===== config.mk =====
export PLATFORM = sky130hd
export DESIGN_NAME = reg_bank_reader
export DESIGN_NICKNAME = d
export VERILOG_FILES = /design/src/rtl/reg_bank_reader.sv
export SDC_FILE = /design/constraint.sdc
export NUM_CORES = 1
export LEC_CHECK = 0
export CORE_ASPECT_RATIO = 1.1
export CORE_MARGIN = 2
export CORE_UTILIZATION = 58
export DETAILED_ROUTE_END_ITERATION = 8
export PLACE_DENSITY = 0.87
export SETUP_SLACK_MARGIN = 0.02
export SLEW_MARGIN = 0
export SYNTH_ARGS = -nofsm -noshare
export SYNTH_HDL_FRONTEND = slang
export SYNTH_SLANG_ARGS = --single-unit

===== constraint.sdc =====
create_clock -name clk -period 2.21 [get_ports clk]
set_input_delay 0.3315 -clock clk [delete_from_list [all_inputs] [get_ports clk]]
set_output_delay 0.3315 -clock clk [all_outputs]
set_load 0.01 [all_outputs]

===== src/rtl/reg_bank_reader.sv =====
// Bank of DEPTH x WIDTH registers with an enable-style write port and a
// valid/ready read port returning one-cycle-latency, backpressure-safe responses.
module reg_bank_reader #(
  parameter int WIDTH       = 8,
  parameter int DEPTH       = 4,
  parameter int CLR_ON_READ = 0,
  localparam int AW         = $clog2(DEPTH)
) (
  input  logic             clk,
  input  logic             rst,
  input  logic             wr_en,
  input  logic [AW-1:0]    wr_addr,
  input  logic [WIDTH-1:0] wr_data,
  input  logic             rd_req_valid,
  output logic             rd_req_ready,
  input  logic [AW-1:0]    rd_addr,
  output logic             rd_rsp_valid,
  input  logic             rd_rsp_ready,
  output logic [WIDTH-1:0] rd_rsp_data
);

  logic [WIDTH-1:0] regs [DEPTH];
  logic             accept;
  logic             bypass;

  assign rd_req_ready = !rd_rsp_valid || rd_rsp_ready;
  assign accept       = rd_req_valid && rd_req_ready;
  assign bypass       = wr_en && (wr_addr == rd_addr);

  // Clear-on-read is issued before the write so a same-edge write wins.
  always_ff @(posedge clk or negedge rst) begin
    if (!rst) begin
      for (int unsigned i = 0; i < DEPTH; i++) regs[i] <= '0;
    end else begin
      if ((CLR_ON_READ != 0) && accept) regs[rd_addr] <= '0;
      if (wr_en) regs[wr_addr] <= wr_data;
    end
  end

  always_ff @(posedge clk or negedge rst) begin
    if (!rst) begin
      rd_rsp_valid <= 1'b0;
      rd_rsp_data  <= '0;
    end else if (accept) begin
      rd_rsp_valid <= 1'b1;
      rd_rsp_data  <= bypass ? wr_data : regs[rd_addr];
    end else if (rd_rsp_ready) begin
      rd_rsp_valid <= 1'b0;
    end
  end

endmodule


==> results of run 1 <==
kinds of logic after synthesis:
logic type                count (synthesis)  synth area share
AOI/OAI and AO/OA                        24            0.0769
DFF                                      41             0.525
buffers and inverters                     9            0.0275
muxes                                    40             0.277
xor gates and xnor gates                  4            0.0333
and+or+nand+nor                          15            0.0602
power by group through the flow:
stage	registers, W	logic (W)	clock network, W
2_1_floorplan	0.000978	0.000273	0
3_3_place_gp	0.000970	0.000443	0
3_5_place_dp	0.000982	0.000463	0
4_1_cts	0.000966	0.000465	0.000515
5_1_grt	0.000984	0.000500	0.000559
6_report	0.000967	0.000463	0.000509
metrics by stage:
stage / hold slack (ns) / cells / power (W)
floorplan: 0.0359 / 133 / 0.00125
global placement: 0.476 / 190 / 0.00141
detailed placement: 0.488 / 190 / 0.00145
CTS: 0.110 / 198 / 0.00195
global route: 0.137 / 198 / 0.00204
finish: 0.0815 / 198 / 0.00194
path summary, 6_finish.rpt:
path | end | slack (ns) | cells after the start
setup reg to reg | rd_rsp_data[3] | 0.99 | 3
setup / recovery | rd_req_ready | 0.47 | 3
hold reg to reg | regs[5] | 0.51 | 1
hold / removal | regs[18] | 0.08 | 1
max in group asynchronous | regs[9] | 1.56 | 1
min in group clk | regs[5] | 0.51 | 1
cell type report:
cell class | count | area (µm²)
Sequential cell | 41 | 1030
Fill cell | 225 | 952
Multi-Input combinational cell | 83 | 873
Timing Repair Buffer | 29 | 290
Clock buffer | 7 | 55.1
Tap cell | 36 | 45.0
Clock inverter | 1 | 30.0
Inverter | 1 | 3.75
sequential cells by signal (all words and copies together) (netlist names):
| signal | count |
|---|---|
| rd_rsp_data | 8 |
| rd_rsp_valid | 1 |
| regs | 32 |
cell usage after synthesis:
cell type	instances
dfrtp_1	41
nand3b_2	2
a21oi_1	8
o31ai_1	8
and2_1	1
buf_1	1
buf_6	1
nand3_2	1
xor2_2	2
inv_2	1
nor3_4	1
a31oi_1	8
nand4_1	8
nand2b_1	2
buf_4	3
clkbuf_1	2
mux4_2	8
xnor2_2	2
mux2_2	32
buf_2	1
per-layer routing:
metal	vias up	share of wire	track usage
li1	573	-	-
met3	8	0.050	0.0519
met2	50	0.50	0.361
met1	631	0.43	0.326
met5	-	0	0
met4	0	0.018	0.0966
==> flow_summary.ini, run 1 <==
[pwr]
p_seq_frac = 0.499
switching_share = 0.259
p_clk_frac = 0.262
ir_drop_mv = 0.479
power_frac_comb = 0.239
intPower_w = 0.00144
p_leak_nw = 0.931
power_density_mw_per_mm2 = 835
p_switching_w = 0.000502

[clocking]
cts.hold.buffers_added = 0
path_clk_slew_ns = 0.12
cts_buffer_depth = 2
cts-root-buf = clkbuf_4
clk_latency_ns = 0.36
cts_resized = 0
cts_buffers = 5
cts_setup_buffers = 0
cts_tree = built
cts.sinks = 41
htreeDepth = 2

[route]
drt-vias-per-instance = 6.37
post_drt_wl_per_cell_um = 19.1
drtIter0Drc = 79
vias = 1262
drt_wl_total_mm = 3.78
drcViolationCount = 0
drtAntennaViolNets = 0
drt-pass1-iter-count = 5

[finish]
final_cell_mix = 41 x dfrtp_1, 32 x mux2_2, 25 x clkdlybuf4s50_1
drive_gt1_frac = 0.370
final_cell_area_mm2 = 0.00232
antenna_cells_inserted = 0
nets = 178
area_growth_pct = 19.0
final_common_cell = dfrtp_1
utilization = 0.709

[setup_path]
startpoint_type = input pin
critPathSlowestCell = clkdlybuf4s50_1
critical_path_class = input pin to primary output
endpoint_kind = primary output
arrival_ns = 1.41
r2r-start = regs[19]
critPathBufInv = 2
cp-startpoint = rd_rsp_ready
worst_path_largest_cell_delay_ns = 0.53
cp_common_cell = clkdlybuf4s50_1
path_delay_family = buffers and inverters
required_ns = 1.88
cp_max_fo = 2
worstPathCellList = clkdlybuf4s50_1 > nand2b_1 > clkdlybuf4s50_1

[yosys]
yosysTopAreaCell = dfrtp_1
netlist_area_mm2 = 0.00195
synth.distinct_cells = 20
ys_warn_count = 0
synthCells = 133
synth_area_per_cell_um2 = 14.7
synth_nets = 150
yosysSeqAreaShare = 0.525
synth_top_cell_area_share = 0.525
synth.area.top_cells = dfrtp_1 53%, mux2_2 18%, mux4_2 9.2%
ys_ff_latch = 41

[global_routing]
grt.total_usage = 0.236
grt_overflow = 0
first_global_vias = 1331
grt_max_degree = 42
antenna_found_initial = 0
grt_first_pass_wirelength_mm = 6.60

[floorplan]
start_util = 0.596
rows = 22
core_mm2 = 0.00328
die_w_um = 59.3
io_pins = 27
dieArea_mm2 = 0.00385
die_h_um = 64.9

[placement]
gp_congestion = 0.790
io_buffers = 26
placed_area_mm2 = 0.00224
dp_slack_ns = 0.196
dp.final_hpwl_mm = 2.72

[job]
maxCapViolations = 0

[sta]
max_freq_mhz = 574
skew_ns = 0.0168
slew_headroom = 0.409
finalHoldViolCount = 0
period_share = 0.788
drv_slew = 0
finalSetupViolCount = 0
tns_ns = 0
min_period_ns = 1.74
worst_slack_ns = 0.468
rsz0062_at_grt = false
tightest_slew_ns = 0.886

[outcome]
outcome = finished clean

[hold_path]
hold_path.class = input pin to asynchronous set/reset pin
Power figures use the tool's default switching activity.
==> run 2, diff against run 1 <==
--- a/config.mk
+++ b/config.mk
@@ -7,9 +7,9 @@
 export LEC_CHECK = 0
 export CORE_ASPECT_RATIO = 1.1
 export CORE_MARGIN = 2
-export CORE_UTILIZATION = 58
+export CORE_UTILIZATION = 48
 export DETAILED_ROUTE_END_ITERATION = 8
-export PLACE_DENSITY = 0.87
+export PLACE_DENSITY = 0.77
 export SETUP_SLACK_MARGIN = 0.02
 export SLEW_MARGIN = 0
 export SYNTH_ARGS = -nofsm -noshare
==> constraint.sdc (replaced) <==
create_clock -name clk -period 1.6 [get_ports clk]
set_input_delay 0.24 -clock clk [delete_from_list [all_inputs] [get_ports clk]]
set_output_delay 0.24 -clock clk [all_outputs]
set_load 0.01 [all_outputs]
==> run 2 against run 1 <==
  * Clock skew down 0.015 ns
  * Worst setup slack worse by 0.36 ns
  * Critical path depth up 2
  * Non-clock buffer count up 15
  * Combinational power up 44%
  * Sequential share of layout area down 2.7 points
  * Worst hold slack better by 0.41 ns
  * Cell area up 6.5%
  * Via count up 1.2%
  * Cell count up 15%
  * Count of clock-buffer cells in the layout unchanged
  * Critical path type is now input pin to flip-flop
  * Largest power group unchanged
==> flow_summary.ini, run 2 (synthesis gave the netlist of run 1 again) <==
[outcome]
outcome = finished clean

[sta]
tightest_slew_ns = 0.566
skew_ns = 0.00179
max_freq_mhz = 669
finalSetupViolCount = 0
min_period_ns = 1.49
worst_slack_ns = 0.105
finalHoldViolCount = 0
drv_slew = 0
rsz0062_at_grt = false
slew_headroom = 0.623
tns_ns = 0
whs_ns = 0.494
period_share = 0.934

[finish]
reg.largest.list = regs x32, rd_rsp_data x8, rd_rsp_valid x1
final_cell_mix = 41 x dfrtp_1, 32 x mux2_2, 24 x clkdlybuf4s50_1
final_common_cell = dfrtp_1
antenna_cells_inserted = 0
n_fill_cell = 289
utilization = 0.629
nets = 193
largest_reg_flops = 32
drive_gt1_frac = 0.415
regMostFlops = regs
area_growth_pct = 26.7

[floorplan]
die_w_um = 64.8
io_pins = 27
start_util = 0.497
dieArea_mm2 = 0.00460
rows = 24
die_h_um = 70.9
core_mm2 = 0.00393

[setup_path]
r2r_cells = 3
arrival_ns = 1.64
worstPathCellList = clkdlybuf4s50_1 > buf_12 > mux4_2 > o31ai_1 > a31oi_1
cp-startpoint = rd_addr[0]
required_ns = 1.75
critical_path_class = input pin to flip-flop
r2r-start = regs[3]
worst_path_largest_cell_delay_ns = 0.51
r2r-end = rd_rsp_data[3]
endpoint = rd_rsp_data[3]
rrSetupSlack_ns = 0.39
startpoint_type = input pin
critPathSlowestCell = clkdlybuf4s50_1
endpoint_kind = flip-flop
cp_max_fo = 10

[hold_path]
hold_path.class = input pin to asynchronous set/reset pin

[pwr]
power_frac_comb = 0.249
ir_drop_mv = 0.491
p_leak_nw = 1.01
intPower_w = 0.00199
p_switching_w = 0.000680
power_density_mw_per_mm2 = 1080
p_clk_frac = 0.247
p_seq_frac = 0.503
switching_share = 0.255

[clocking]
path_clk_slew_ns = 0.07
cts_setup_buffers = 0
htreeDepth = 2
cts_buffer_depth = 2
cts_buffers = 5
cts.sinks = 41
clk_latency_ns = 0.29
cts_tree = built
cts-root-buf = clkbuf_8

[placement]
dp.final_hpwl_mm = 2.85
gp_congestion = 0.839
dp_slack_ns = -0.172
io_buffers = 26

[global_routing]
use_met3 = 0.0397
grt_overflow = 0
antenna_found_initial = 0
first_global_vias = 1388
grt.total_usage = 0.190
met2_usage = 0.305
grt_first_pass_wirelength_mm = 6.60
met1_usage = 0.253
grt_max_degree = 26
busiest_layer = met2

[route]
drtAntennaViolNets = 0
post_drt_wl_per_cell_um = 16.8
drt_wl_total_mm = 3.82
drt-vias-per-instance = 5.60
vias = 1277
drcViolationCount = 0
drtIter0Drc = 53
drt-pass1-iter-count = 4

[job]
maxCapViolations = 0
## run 2: cell count changes in the layout (fill, tap and decap cells not counted)
cell / delta
clkdlybuf4s50_1: -1
bufinv_16: -1
dlygate4sd3_1: +1
clkbuf_4: -5
buf_12: +1
buf_4: +13
dlymetal6s2s_1: +1
clkbuf_8: +5
## run 2: worst min-delay path by stage
stage,from,endpoint,cells past startpoint
after floorplan,rst,rd_rsp_data[0],0
final,rst,regs[3],2
after CTS,rst,regs[3],2
after detailed placement,rst,regs[3],1
after global placement,rst,regs[11],1
after global routing,regs[24],regs[24],1
## run 2: final cells by class
| cell class | instances | area (µm²) | share of cell area |
|---|---|---|---|
| Sequential cell | 41 | 1030 | 0.415 |
| Multi-Input combinational cell | 83 | 873 | 0.353 |
| Timing Repair Buffer | 44 | 420 | 0.170 |
| Clock buffer | 7 | 86.3 | 0.0349 |
| Tap cell | 52 | 65.1 | 0.0263 |
| Inverter | 1 | 3.75 | 0.00152 |
## run 2: power groups by stage
stage | combinational, W | clock (W) | sequential (W)
final | 0.000665 | 0.000659 | 0.00134
after floorplan | 0.000378 | 0 | 0.00135
after global placement | 0.000645 | 0 | 0.00135
after detailed placement | 0.000668 | 0 | 0.00136
after global routing | 0.000717 | 0.000730 | 0.00136
after CTS | 0.000672 | 0.000685 | 0.00134
## run 2: per-layer routing
metal | up-vias | part of all wire
li1 | 602 | -
met1 | 644 | 0.46
met2 | 25 | 0.48
met3 | 6 | 0.032
met4 | 0 | 0.019
met5 | - | 0
## run 2: critical path: cells and delay by family
family / cells / cell delay [ns]
mux: 1 / 0.51
compound gates: 2 / 0.22
buf+inv: 2 / 0.67
## run 2: stage by stage
stage                     cells  instance area [µm²]  power, W
after global routing        228                 2470   0.00281
final                       228                 2470   0.00267
after detailed placement    220                 2380   0.00203
after global placement      220                 2380   0.00199
after CTS                   228                 2470   0.00270
after floorplan             133                 1950   0.00173
## run 2: what timing repair did
action	in CTS	in global routing
setup endpoints to repair	0	1
hold buffers	1	0
hold endpoints to repair	23	0
gates resized for setup	0	1
